### src/rtl/version_report_pkg.sv
// Shared types and constants for the build-version frame reporter.
// build_record() packs the build constants into the 88-bit payload, MSB byte first.
package version_report_pkg;

  typedef enum logic [2:0] {IDLE, SYNC, LEN, PAYLOAD, CKSUM} state_e;
  typedef logic [7:0] byte_t;

  localparam byte_t C_SYNC_DEFAULT = 8'hA5;
  localparam int    C_PAYLOAD_LEN  = 11;
  localparam int    C_FRAME_LEN    = 14;
  localparam int    C_RECORD_W     = 8 * C_PAYLOAD_LEN;

  // Build constants, regenerated by the release flow
  localparam logic [7:0]  C_VERSION_MAJOR  = 8'd1;
  localparam logic [7:0]  C_VERSION_MINOR  = 8'd0;
  localparam logic [7:0]  C_VERSION_PATCH  = 8'd0;
  localparam logic [7:0]  C_VERSION_BUILD  = 8'd1;
  localparam logic [15:0] C_VERSION_YEAR   = 16'd2025;
  localparam logic [7:0]  C_VERSION_MONTH  = 8'd1;
  localparam logic [7:0]  C_VERSION_DAY    = 8'd1;
  localparam logic [7:0]  C_VERSION_HOUR   = 8'd0;
  localparam logic [7:0]  C_VERSION_MINUTE = 8'd0;
  localparam logic [7:0]  C_VERSION_SECOND = 8'd0;

  function automatic logic [C_RECORD_W-1:0] build_record();
    return {C_VERSION_MAJOR, C_VERSION_MINOR, C_VERSION_PATCH, C_VERSION_BUILD,
            C_VERSION_YEAR, C_VERSION_MONTH, C_VERSION_DAY,
            C_VERSION_HOUR, C_VERSION_MINUTE, C_VERSION_SECOND};
  endfunction

endpackage

### src/rtl/ver_cksum_acc.sv
// Modulo-256 running sum of the LEN and payload bytes of a frame.
// cksum_o is the two's complement of the sum including the byte added this cycle.
module ver_cksum_acc
  import version_report_pkg::*;
(
  input  logic  clk,
  input  logic  rst_n,
  input  logic  clr_i,
  input  logic  add_i,
  input  byte_t byte_i,
  output byte_t cksum_o
);

  byte_t sum_q, sum_d;

  always_comb begin
    sum_d = sum_q;
    if (clr_i) begin
      sum_d = 8'h00;
    end else if (add_i) begin
      sum_d = sum_q + byte_i;
    end
  end

  assign cksum_o = 8'h00 - sum_d;

  always_ff @(posedge clk or negedge rst_n) begin
    if (!rst_n) begin
      sum_q <= 8'h00;
    end else begin
      sum_q <= sum_d;
    end
  end

endmodule

### src/rtl/version_reporter.sv
// Streams the version/build-timestamp record as one framed byte packet per request
// over a registered valid/ready byte interface: SYNC, LEN, payload, CKSUM.
module version_reporter
  import version_report_pkg::*;
#(
  parameter logic [7:0]            P_SYNC   = C_SYNC_DEFAULT,
  parameter logic [C_RECORD_W-1:0] P_RECORD = build_record()
) (
  input  logic       clk,
  input  logic       rst_n,
  input  logic       req_i,
  output logic       busy_o,
  output logic [7:0] tx_data_o,
  output logic       tx_valid_o,
  input  logic       tx_ready_i,
  output logic       tx_last_o,
  output logic       done_o
);

  localparam logic [3:0] C_LAST_IDX = 4'(C_PAYLOAD_LEN - 1);

  state_e     state_q, state_d;
  logic [3:0] idx_q, idx_d;
  logic       pending_q, pending_d;
  byte_t      data_q, data_d;
  logic       valid_q, valid_d;
  logic       last_q, last_d;
  logic       done_q, done_d;
  logic       busy_q, busy_d;
  logic       hs, start, acc_add;
  byte_t      cksum;

  function automatic byte_t record_byte(input logic [3:0] idx);
    return P_RECORD[C_RECORD_W - 1 - 8 * int'(idx) -: 8];
  endfunction

  assign hs = valid_q & tx_ready_i;
  // A frame starts from IDLE, or back to back when a request is queued at the CKSUM beat
  assign start = ((state_q == IDLE) && req_i) ||
                 ((state_q == CKSUM) && hs && (pending_q || req_i));

  ver_cksum_acc u_cksum (
    .clk     (clk),
    .rst_n   (rst_n),
    .clr_i   (start),
    .add_i   (acc_add),
    .byte_i  (data_q),
    .cksum_o (cksum)
  );

  always_ff @(posedge clk or negedge rst_n) begin
    if (!rst_n) begin
      state_q <= IDLE;
    end else begin
      state_q <= state_d;
    end
  end

  always_comb begin
    state_d = state_q;
    case (state_q)
      IDLE:    if (req_i) state_d = SYNC;
      SYNC:    if (hs) state_d = LEN;
      LEN:     if (hs) state_d = PAYLOAD;
      PAYLOAD: if (hs && (idx_q == C_LAST_IDX)) state_d = CKSUM;
      CKSUM:   if (hs) state_d = (pending_q || req_i) ? SYNC : IDLE;
      default: state_d = IDLE;
    endcase
  end

  // Next beat is loaded on the handshake of the current one, so outputs stay registered
  always_comb begin
    idx_d     = idx_q;
    pending_d = pending_q;
    data_d    = data_q;
    valid_d   = valid_q;
    last_d    = last_q;
    done_d    = 1'b0;
    acc_add   = 1'b0;
    if (hs) begin
      case (state_q)
        SYNC: data_d = 8'(C_PAYLOAD_LEN);
        LEN: begin
          acc_add = 1'b1;
          data_d  = record_byte(4'd0);
        end
        PAYLOAD: begin
          acc_add = 1'b1;
          if (idx_q == C_LAST_IDX) begin
            data_d = cksum;
            last_d = 1'b1;
          end else begin
            idx_d  = idx_q + 4'd1;
            data_d = record_byte(idx_q + 4'd1);
          end
        end
        CKSUM: begin
          done_d  = 1'b1;
          valid_d = 1'b0;
          last_d  = 1'b0;
          data_d  = 8'h00;
        end
        default: ;
      endcase
    end
    if (start) begin
      idx_d     = 4'd0;
      data_d    = P_SYNC;
      valid_d   = 1'b1;
      last_d    = 1'b0;
      pending_d = 1'b0;
    end else if ((state_q != IDLE) && req_i) begin
      pending_d = 1'b1;
    end
  end

  assign busy_d = (state_d != IDLE);

  always_ff @(posedge clk or negedge rst_n) begin
    if (!rst_n) begin
      idx_q     <= 4'd0;
      pending_q <= 1'b0;
      data_q    <= 8'h00;
      valid_q   <= 1'b0;
      last_q    <= 1'b0;
      done_q    <= 1'b0;
      busy_q    <= 1'b0;
    end else begin
      idx_q     <= idx_d;
      pending_q <= pending_d;
      data_q    <= data_d;
      valid_q   <= valid_d;
      last_q    <= last_d;
      done_q    <= done_d;
      busy_q    <= busy_d;
    end
  end

  assign busy_o     = busy_q;
  assign tx_data_o  = data_q;
  assign tx_valid_o = valid_q;
  assign tx_last_o  = last_q;
  assign done_o     = done_q;

endmodule

### config.mk
export PLATFORM = sky130hd
export DESIGN_NAME = version_reporter
export DESIGN_NICKNAME = d
export VERILOG_FILES = /design/src/rtl/version_report_pkg.sv /design/src/rtl/ver_cksum_acc.sv /design/src/rtl/version_reporter.sv
export SDC_FILE = /design/constraint.sdc
export NUM_CORES = 1
export LEC_CHECK = 0
export BUFFER_PORTS_ARGS = -buffer_cell sky130_fd_sc_hd__buf_2
export CORE_ASPECT_RATIO = 0.6
export CORE_MARGIN = 1
export CORE_UTILIZATION = 35
export DETAILED_ROUTE_END_ITERATION = 6
export HOLD_SLACK_MARGIN = 0.05
export SLEW_MARGIN = 10
export SYNTH_ARGS = -nofsm -noshare
export SYNTH_HDL_FRONTEND = slang
export SYNTH_SLANG_ARGS = --single-unit
### constraint.sdc
create_clock -name clk -period 6.5 [get_ports clk]
set_input_delay 0.65 -clock clk [delete_from_list [all_inputs] [get_ports clk]]
set_output_delay 0.65 -clock clk [all_outputs]
set_load 0.02 [all_outputs]
# --- Word level (Yosys, flattened, before mapping) ---
# Index checks and enable logic that the tools add are counted.
totals:
  ff_bits: 28
  latch_bits: 0
  mem_bits_rw: 0
  mem_bits_ro: 0
  inputBits: 4
  output_inout_bits: 12
  word_cells: 73
  memories: 0
op_classes:
  add_sub_neg: 4
  multipliers: 0
  n_div: 0
  n_lt_le_gt_ge: 0
  eq_ne: 7
  n_shift: 1
  muxes: 30
  bitwise_logic: 1
  reduce_logical: 21
op_table:
  columns: ["cell", "n"]
  rows:
  - ["$shiftx 95x8->8 const A", 1]
  - ["$mux 8", 5]
  - ["$pmux 8 s4", 1]
  - ["$mux 4", 4]
  - ["$mux 3", 5]
  - ["$pmux 3 s5", 1]
  - ["$mux 1", 13]
  - ["$reduce_bool 3->1", 3]
  - ["$add 8x8->8", 1]
  - ["$reduce_bool 2->1", 4]
  - ["$sub 1x8->8 const A", 1]
  - ["$sub 7x7->8 const A", 1]
  - ["$eq 3x2->1 const B", 2]
  - ["$reduce_and 3->1", 2]
  - ["$logic_and 1x1->1", 5]
  - ["$reduce_bool 5->1", 1]
  - ["$add 4x1->4 const B", 1]
  - ["$eq 4x4->1 const B", 1]
  - ["$reduce_and 2->1", 2]
  - ["$eq 3x1->1 const B", 1]
  - ["$eq 3x3->1 const B", 1]
  - ["$logic_not 3->1", 1]
  - ["$ne 3x3->1 const B", 1]
  - ["$logic_or 1x1->1", 2]
  - ["4 further kinds", 4]

# --- Logic depth before layout (Yosys ltp) ---
# Gate-level depths: netlist of run 1.
depth:
  word_depth: 11
  ltp_mapped: 12
  mapped_depth_nobuf: 11

# --- By module ---
# From an unflattened synthesis of run 1, not the netlist that was laid out.
unflattened:
  cells_unflattened: 224
  hier_area_um2: 2068.2
modules_own_cells:
  columns: ["module", "n_inst", "cells_each", "area_each_um2", "seq_area_each_um2"]
  rows:
  - ["version_reporter", 1, 139, 1236.2, 500.5]
  - ["ver_cksum_acc", 1, 85, 832.0, 200.2]

# --- Least setup slack after synthesis of run 1 ---
# OpenSTA, ideal clock, no wires.
synth_timing:
  kind: "register to register"
  start: "register data_q[0], in the netlist tx_data_o[0]"
  end: "register data_q[7], in the netlist tx_data_o[7]"
  setup_time_ps: 86
  arrival_ps: 2502
  required_ps: 6414
  slack_ps: 3912
  stages_incl_launch_ff: 10
  path_buffers: 0
  synth_period_minus_slack_ps: 2588
  path_cell_list: "dfrtp_1 ha_1 fa_1 a211o_1 and3_1 o22ai_1 mux2i_1 nand2_1 o311a_1 nor3_1"
synth_between:
  elab_chain_cells: 8
synth_rtl:
  columns: ["element", "line", "text"]
  rows:
  - ["start, declared", "version_reporter.sv:25", "byte_t data_q, data_d;"]
  - ["start signal, assigned", "version_reporter.sv:131", "data_q <= data_d;"]
  - ["$add 8x8->8", "ver_cksum_acc.sv:21", "sum_d = sum_q + byte_i;"]
  - ["$mux 8", "ver_cksum_acc.sv:20", "end else if (add_i) begin"]
  - ["$mux 8", "ver_cksum_acc.sv:18", "if (clr_i) begin"]
  - ["net u_cksum.sum_d[6]", "ver_cksum_acc.sv:14", "byte_t sum_q, sum_d;"]
  - ["$sub 1x8->8", "ver_cksum_acc.sv:25", "assign cksum_o = 8'h00 - sum_d;"]
  - ["$mux 8", "version_reporter.sv:89", "if (idx_q == C_LAST_IDX) begin"]
  - ["$pmux 8 s4", "version_reporter.sv:81", "case (state_q)"]
  - ["$mux 8", "version_reporter.sv:80", "if (hs) begin"]
  - ["$mux 8", "version_reporter.sv:106", "if (start) begin"]
# The timed path passes the listed nets, and every way through them passes these cells. The select of a mux whose other input is x is not followed.
# A chain may end at the register's enable or synchronous reset.

# --- Worst setup path in the final report of run 1 ---
layout_timing:
  start: "register data_q[1], in the netlist tx_data_o[1]"
  end: "register data_q[6], in the netlist tx_data_o[6]"
# Same word-level chain as after synthesis.

==> flow_results.org, run 1 <==
** GRT
- Global routing used between 10% and 20% of the available tracks.
- Vias in the first global route :: 1452
- After global routing the overflow that remains totals 0.
- The first global-routing pass estimated between 7 and 8 mm of wire.
- Largest net degree at the start of global routing :: 29
- The initial antenna violation count is 0.

** Critical path
- The number of cells on the worst reg-to-reg path is 8.
- Counting both buffers and inverters, the worst setup path holds a total of 0.
- For this run, the slowest stage of the critical path takes 610 ps.
- Critical path type :: reg -> reg
- Walking the worst path, the cells encountered are ha_1 > a211oi_1 > o21bai_1 > o21a_1 > o31ai_1 > nand3b_1 > mux2i_1 > o221ai_1.
- Stages on worst setup path :: 8
- Of all nets on the critical path, the largest fanout is 5.
- Following the worst setup path forward leads to its endpoint at tx_data_o[6]$_DFFE_PN0P_.
- The worst setup path is launched from a flop.
- On the critical path the largest part of the delay comes from compound AO/OA/AOI/OAI gates.
- In this run the critical register-to-register path is captured at tx_data_o[6]$_DFFE_PN0P_.
- Launch point of the critical path :: tx_data_o[1]$_DFFE_PN0P_
- R2R Path Start :: tx_data_o[1]$_DFFE_PN0P_
- The worst setup path is captured at a flop.
- For the worst setup path, the data required time is 6650 ps.
- The worst register-to-register path has a setup slack of 3650 ps.
- Data arrives at the worst endpoint at 3000 ps.
- Standard cell with the maximum stage delay on the critical path :: sky130_fd_sc_hd__o31ai_1

** Clock tree
- Skew-Pair Late Insertion Delay :: approximately 280 ps
- The cell sitting at the root of the clock tree is a sky130_fd_sc_hd__clkbuf_8.
- Clock transition at the register clock pins on the worst setup and hold paths after CTS :: 100 ps
- Gates resized during post-CTS repair numbered 0.
- TritonCTS built the clock tree.
- Number of post-CTS setup repair buffers :: 0
- The longest clock path from root to sink contains 2 buffers.
- In this run the number of H-tree levels came out at 1.
- For this design, the CTS-stage hold fixing added 0 buffers.
- Clk sinks :: 28
- TritonCTS created 3 clock buffers.

** Yosys
- Simple-gate portion of the synthesized area :: 21.6%
- Summing the areas of all fa, ha and maj instances in the mapped netlist gives approximately 7.7% of the synthesized area.
- Synth Warn # :: 0
- Average cell area after synthesis :: 8.89 um^2
- Top cell type's share of synthesized area :: between 30% and 40%
- Summing the areas of all xor and xnor instances in the mapped netlist gives 3.25% of the synthesized area.
- After synthesis the cells add up to around 1900 um^2.
- Of the post-synthesis cell area, the part taken by muxes is 2.72%.
- Post-synth cell types :: 52
- Most frequently used flop master after synthesis :: sky130_fd_sc_hd__dfrtp_1
- Cell type with the largest total area after synthesis :: sky130_fd_sc_hd__dfrtp_1
- Number of enable flip-flop cells after synthesis :: 0
- Among all cell types in the netlist, the one instantiated most often is sky130_fd_sc_hd__dfrtp_1.
- Counting flops with an async set or reset pin after synthesis yields a share of 100%.
- Gate count of the mapped netlist :: ~210
- Area fraction in compound gates after synthesis :: around a quarter
- Most instantiated cells after synthesis :: sky130_fd_sc_hd__dfrtp_1 (28), sky130_fd_sc_hd__nand2_1 (25), sky130_fd_sc_hd__nor2_1 (17), sky130_fd_sc_hd__o21ai_0 (15)
- Sorting the synthesized cells by area gives the leading types as sky130_fd_sc_hd__dfrtp_1 (37%), sky130_fd_sc_hd__ha_1 (6.6%), sky130_fd_sc_hd__nand2_1 (5.0%).
- Number of nets in the synthesized netlist :: 227
- In this run, synthesis produced a sequential element count of 28.
- Sequential cell area fraction in the yosys report :: 37.2%
- Dominant combinational cell family by area after synthesis :: compound AO/OA/AOI/OAI gates

** Finish
- The finished layout holds 291 standard cells, fillers aside.
- Diodes inserted :: 0
- Net count, final :: 241
- Relative to the synthesized area, the layout overhead comes to 10.2%.
- The post-route netlist has 13.8% of its cells at a drive strength greater than 1.

** Routing
- Wire length per cell after detailed routing :: 16.0 um
- Wires add up to 4.64 mm.
- Antenna Violating Nets Remaining :: 0
- DR vias/cell :: 5.59
- Post-route DRC :: 0
- The first detailed-routing pass ran for 4 iterations.
- The first routing iteration left 146 violations.
- Vias after detailed routing :: 1626

** Floorplan
- 16 I/O pins were placed.
- Horizontal extent of the die :: 96.8 um
- Measured along the y axis, the die boundary spans 58.9 um.
- Once the floorplan was initialized, standard cells occupied 36.8% of the core.
- The region available for standard cell placement spans 5130 um^2.
- Row cnt :: 20
- Die footprint :: 5690 um^2

** Timing
- RSZ-0062 raised after global routing :: false
- Setup violations remaining at the end of the flow were counted as 0.
- Clock tree skew after final layout :: 2.49 ps
- After layout, the minimum clock period comes to 2850 ps.
- Adding up every negative setup slack in the final design gives 0 ps.
- After layout, the worst path uses a little over two fifths of the clock period.
- The number of max-slew violations in the final report came to 0.
- For the pin with the worst max-slew slack, the measured transition is roughly 740 ps.
- Max Freq :: 351 MHz
- Worst max-slew margin expressed relative to the limit :: 50.2%
- The number of hold violations in the final report came to 0.
- Worst Hold Margin :: 389 ps

** Status
- The run finished with clean final reports.

** Place
- Number of buffers added on ports :: 15
- Total placed cells including tap cells :: approximately 290
- Post-DP HPWL :: 3.52 mm
- Placer congestion estimate :: ~0.84

** Power and ir drop
- Power Dens Cells :: 524 nW/um^2
- VDD sags by at most 0.137 mV.
- Summed over all cells, the static leakage comes to 0.921 nW.

** Run
- Maxcap violations :: 0

** Min path
- Worst hold-check path type :: in -> async
==> metrics by stage <==
step	util [%]	power (mW)	cell area, um^2	worst slack, ps
finish	40.5	1.09	2080	3650
CTS	40.5	1.09	2080	3660
floorplan	-	0.813	1890	3910
global placement	39.4	0.967	2020	3640
detailed placement	39.4	0.969	2020	3590
global route	40.5	1.20	2080	3390
==> layer usage <==
metal	GRT usage (%)	wire length, um
met5	0	0
met4	1.49	0
met3	4.04	400
met2	22.9	1670
met1	29.4	2570
==> placed cells by master (no fill, tap or decap), types with 2 or more instances in the layout <==
cell | synthesis | final
sky130_fd_sc_hd__and3_1 | 3 | 3
sky130_fd_sc_hd__a21oi_1 | 12 | 12
sky130_fd_sc_hd__o32ai_1 | 2 | 2
sky130_fd_sc_hd__nor3_1 | 4 | 4
sky130_fd_sc_hd__ha_1 | 10 | 10
sky130_fd_sc_hd__nor2_1 | 17 | 17
sky130_fd_sc_hd__xnor2_1 | 5 | 5
sky130_fd_sc_hd__o21ai_0 | 15 | 15
sky130_fd_sc_hd__clkbuf_8 | 0 | 4
sky130_fd_sc_hd__nand2_1 | 25 | 25
sky130_fd_sc_hd__buf_2 | 1 | 15
sky130_fd_sc_hd__a21o_1 | 2 | 2
sky130_fd_sc_hd__a211oi_1 | 3 | 3
sky130_fd_sc_hd__nand3b_1 | 2 | 2
sky130_fd_sc_hd__and2_1 | 2 | 2
sky130_fd_sc_hd__a21boi_0 | 2 | 2
sky130_fd_sc_hd__xor2_1 | 2 | 2
sky130_fd_sc_hd__nand4_1 | 2 | 2
sky130_fd_sc_hd__o21a_1 | 4 | 4
sky130_fd_sc_hd__dfrtp_1 | 28 | 28
sky130_fd_sc_hd__a2111o_1 | 2 | 2
sky130_fd_sc_hd__or2_2 | 2 | 2
sky130_fd_sc_hd__nand3_1 | 10 | 10
sky130_fd_sc_hd__o31ai_1 | 4 | 4
sky130_fd_sc_hd__o22ai_1 | 5 | 5
sky130_fd_sc_hd__inv_1 | 12 | 12
sky130_fd_sc_hd__mux2i_1 | 4 | 4
sky130_fd_sc_hd__a31oi_1 | 2 | 2
==> area by class of cell <==
cell class	instances	area (um^2)
sequential	28	701
timing repair buffer	16	82.6
clock buffer	4	55.1
fill	508	3050
multi-input combinational	165	1110
tap	66	82.6
inverter	12	45.0
==> sequential cells by signal, indices dropped and copies added, names as in the netlist <==
name           flops
tx_data_o          8
tx_valid_o         1
tx_last_o          1
u_cksum.sum_q      8
state_q            3
idx_q              4
done_o             1
busy_o             1
pending_q          1
==> kinds of logic after synthesis <==
group / Yosys count
adders and majority gates: 11
AOI/OAI and AO/OA: 64
muxes: 5
buffers and inverters: 19
DFF: 28
xor gates and xnor gates: 7
and+or+nand+nor: 78
==> worst register-to-register path, cell delays in order (launching register included) <==
cell and delay (ps):
sky130_fd_sc_hd__dfrtp_1 460, sky130_fd_sc_hd__ha_1 320, sky130_fd_sc_hd__a211oi_1 420, sky130_fd_sc_hd__o21bai_1 200, sky130_fd_sc_hd__o21a_1 200, sky130_fd_sc_hd__o31ai_1 610, sky130_fd_sc_hd__nand3b_1 220, sky130_fd_sc_hd__mux2i_1 180
sky130_fd_sc_hd__o221ai_1 120
==> where the power goes <==
group / internal, mW / switching (mW) / leakage (nW)
Combinational: 0.267 / 0.391 / 0.556
Sequential: 0.243 / 0.0736 / 0.336
Clock: 0.0544 / 0.0606 / 0.0288
Total: 0.564 / 0.525 / 0.921
==> worst min path at each step <==
stage	startpoint	endpoint	slack, ps	cells past startpoint
2_1_floorplan	rst_n	busy_o$_DFF_PN0_	350	0
3_3_place_gp	tx_last_o$_DFFE_PN0P_	tx_last_o$_DFFE_PN0P_	500	2
3_5_place_dp	tx_last_o$_DFFE_PN0P_	tx_last_o$_DFFE_PN0P_	510	2
4_1_cts	rst_n	done_o$_DFF_PN0_	410	1
5_1_grt	rst_n	done_o$_DFF_PN0_	440	1
6_report	rst_n	done_o$_DFF_PN0_	390	1
(Power assumes the default switching activity.)
==> run 2: changes to the inputs <==
- ABC_AREA: unset -> 1
- clock period: 6.5 -> 2.4 ns (I/O delays scaled with it)
==> flow_results.org, run 2 <==
** Yosys
- Synth Warn # :: 0
- Dominant combinational cell family by area after synthesis :: simple AND/OR/NAND/NOR gates
- Cell type with the largest total area after synthesis :: sky130_fd_sc_hd__dfrtp_1
- Gate count of the mapped netlist :: 274
- Synthesized area :: 1990 um^2
- Summing the areas of all fa, ha and maj instances in the mapped netlist gives approximately 7.3% of the synthesized area.
- Number of enable flip-flop cells after synthesis :: 0
- Parity-gate share of the synthesized area counting xor and xnor cells :: 3.08%
- After Yosys synthesis, and, or, nand and nor cells account for 34.7% of the synthesized area.
- Summing the areas of all compound-gate instances in the mapped netlist gives under 10% of the synthesized area.
- Average cell area after synthesis :: 7.26 um^2
- Synthesis produced a netlist with a net count of 289.
- Synthesis inferred 28 register bits.
- The commonest cells after synthesis are sky130_fd_sc_hd__nand2_1 (68), sky130_fd_sc_hd__inv_1 (47), sky130_fd_sc_hd__dfrtp_1 (28), sky130_fd_sc_hd__nor2_1 (24), sky130_fd_sc_hd__nand3_1 (22).
- The most used flip-flop cell after synthesis is sky130_fd_sc_hd__dfrtp_1.
- Post-synth cell types :: 32
- The portion of synthesized area spent on multiplexers is 0%.
- Ranked by total cell area, the synthesized netlist is headed by sky130_fd_sc_hd__dfrtp_1 (35%), sky130_fd_sc_hd__nand2_1 (13%), sky130_fd_sc_hd__inv_1 (8.9%).
- Sequential cell area fraction in the yosys report :: 35.2%
- The synthesized design devotes to its leading area cell type 35.2% of total area.
- Share of async-settable or async-resettable flops after synthesis :: 100%
- Yosys instantiated no cell more often than sky130_fd_sc_hd__nand2_1.

** Floorplan
- CORE AREA :: 5260 um^2
- The die is 60.4 um tall.
- The floorplan step defined a die boundary enclosing 6000 um^2.
- Horizontal extent of the die :: 99.3 um
- Initial Utilization :: 37.8%
- Pin placement for this block handled 16 I/O pins.
- Row generation in the floorplan step produced 20 rows.

** Critical path
- The setup path with the least slack is of type reg -> reg.
- CP Cell Sequence :: ha_1 > fa_2 > inv_1 > nand2_1 > nand2_1 > inv_1 > nand2_2 > ha_1 > o2111ai_1 > nand2_1
- The worst register-to-register path ends at tx_data_o[1]$_DFFE_PN0P_.
- For flop-to-flop paths, the worst setup slack is 170 ps.
- The slowest stage of the critical path belongs to the cell sky130_fd_sc_hd__fa_2.
- The number of cells on the worst reg-to-reg path is 10.
- R2R Path Start :: tx_data_o[0]$_DFFE_PN0P_
- Required time at the endpoint of the critical path :: about 2600 ps
- Arrival @ worst endpoint :: 2390 ps
- Along the worst path, the maximum fanout reaches 3.
- Largest stage delay, worst path :: 540 ps
- The worst setup path is captured at a flop.
- Critical path startpoint category :: flop
- By instance count, the cell type seen most on the critical path is sky130_fd_sc_hd__nand2_1.

** Power and ir drop
- Power Total :: around 0.75 mW
- IR analysis of the VDD net gives a maximum drop of around 0.21 mV.
- The analysis attributes to cell leakage a power of ~1.2 nW.
- In this run the power density over the cells is 335 nW/um^2.

** GRT
- Largest net degree at the start of global routing :: 29
- The initial antenna violation count is 0.
- Summed over all layers, the global routing overflow is 0.
- Tot GR Track Use :: 17.8%
- First-pass GRT wire length :: 8.08 mm
- Vias in the first global route :: 1557

** Clock tree
- Cell chosen for the clock root :: sky130_fd_sc_hd__clkbuf_8
- Worst-case clock buffer depth :: 2
- For this design, the sink count on the clock tree is 28.
- Skew-Pair Late Insertion Delay :: 280 ps
- TritonCTS clock tree :: yes
- CTS built an H-tree with a depth of 1.
- Number of post-CTS setup repair buffers :: 0
- Clock-pin slew was measured on the worst setup and hold paths at 100 ps.
- Number of buffers created by CTS :: 3

** Finish
- In the final layout, the share of cells above drive strength 1 is approximately 17%.
- Post-Layout Inst Area :: 2230 um^2
- For this run, the post-layout net count is around 310.
- Counting the fill cells in the layout gives roughly 540.
- The library cells used most frequently in the layout, excluding fill and tap cells, are sky130_fd_sc_hd__nand2_1 (68), sky130_fd_sc_hd__inv_1 (47), sky130_fd_sc_hd__dfrtp_1 (28).
- The library cell used most frequently in the layout, excluding fill and tap cells, is sky130_fd_sc_hd__nand2_1.
- Growth of design area from synthesis to finish :: 12.0%
- Diodes inserted :: 0

** Place
- The placed instances occupy a cell area of 2170 um^2.
- The congestion estimate from routability-driven global placement came to between 0.8 and 0.9.
- Post-DP HPWL :: 3.74 mm
- During placement, the flow inserted port buffers numbering 15.
- Timing analysis after detailed placement gives a worst setup slack of between 150 and 200 ps.

** Status
- The run finished with clean final reports.

** Routing
- Post-route DRC :: 0
- After detailed routing, the total wire length is 4.74 mm.
- Count of routing violations after the opening detailed-route iteration :: approximately 110
- Wire length per cell after detailed routing :: 13.1 um
- The detail route stage leaves a number of antenna-violating nets equal to 0.
- In the routed layout, each cell is associated on average with a via count of 4.82.
- Vias after detailed routing :: 1749
- Detailed-router iteration count before antenna repair :: 4

** Min path
- Counting instances, the worst hold path has a depth of 3.
- Beginning of the worst hold path :: tx_ready_i
- In this run the worst hold path is classified as in -> reg.
- Terminating pin of the worst hold path :: done_o$_DFF_PN0_

** Timing
- Endpoints failing hold :: 0
- Headroom to the max-slew limit came out at between 50% and 60%.
- Setup violations remaining at the end of the flow were counted as 0.
- Max Freq :: around 450 MHz
- Number of max-slew violations in the final report :: 0
- Clock tree skew after final layout :: 5.35 ps
- In the post-route analysis, the smallest setup slack over all paths is 166 ps.
- At the pin with the least slew margin, the transition time is 635 ps.
- Post-route minimum period :: 2230 ps
- After routing, the total negative slack on setup checks comes to 0 ps.
- In the finished design, the share of the clock period the worst path needs comes to 93.1%.
- Hold timing on the final database bottoms out at a slack of just under 300 ps.

** Run
- The tool flagged a number of max-cap violations equal to 0.
run 2: critical path: cells and delay by family (launching register included):
family,cells,cell delay [ps]
buffers and inverters,2,90
AO/OA/AOI/OAI,1,290
AND/OR/NAND/NOR,4,230
flip-flops,1,420
adder cells (fa/ha/maj),3,1070
run 2: layout make-up:
type,instances,area [um^2],share of cell area (%)
inverters,49,184,8.26
well taps,66,82.6,3.71
multi-input cells,196,1090,49.2
flip-flops and latches,28,701,31.5
repair buffers,21,123,5.51
clock buffers,3,41.3,1.85
run 2: metrics by stage:
step | util (%) | cells
final | 42.4 | 363
after global routing | 42.4 | 363
after CTS | 42.3 | 363
after detailed placement | 41.3 | 359
after global placement | 41.3 | 359
after floorplan | - | 274
run 2: power breakdown:
group	switching, mW	total, mW	internal (mW)
clock	0.148	0.261	0.113
sequential	0.00000000000000000578	0.471	0.471
combinational	0.0104	0.0132	0.00280
total	0.159	0.746	0.587
run 2: routing by layer:
layer  global-route usage, %  vias up  routed length [um]
met5                       0        -                   0
met4                    1.89        0                  10
met3                    3.46        2                 237
met2                    25.0       32                1710
met1                    28.4      793                2790
li1                        -      922                   -
run 2: what timing repair did:
action                                  in CTS  in global routing
hold endpoints to repair                    28                  0
hold buffers                                 1                  0
gates resized for setup                      0                  1
endpoints found under the setup margin       0                  2
run 2: cell families after synthesis:
kind of cell,count (synthesis)
XOR/XNOR,7
AND/OR/NAND/NOR,145
adder cells (fa/ha/maj),11
flip-flops,28
AO/OA/AOI/OAI,33
buffers and inverters,50
run 2: worst max path at each step:
stage,from,endpoint,cells after the start
CTS,tx_data_o[0]$_DFFE_PN0P_,tx_data_o[5]$_DFFE_PN0P_,14
global placement,tx_data_o[0]$_DFFE_PN0P_,tx_data_o[5]$_DFFE_PN0P_,14
floorplan,tx_data_o[0]$_DFFE_PN0P_,tx_data_o[6]$_DFFE_PN0P_,14
global route,tx_data_o[0]$_DFFE_PN0P_,tx_data_o[6]$_DFFE_PN0P_,14
detailed placement,tx_data_o[0]$_DFFE_PN0P_,tx_data_o[5]$_DFFE_PN0P_,14
finish,tx_data_o[0]$_DFFE_PN0P_,tx_data_o[1]$_DFFE_PN0P_,10
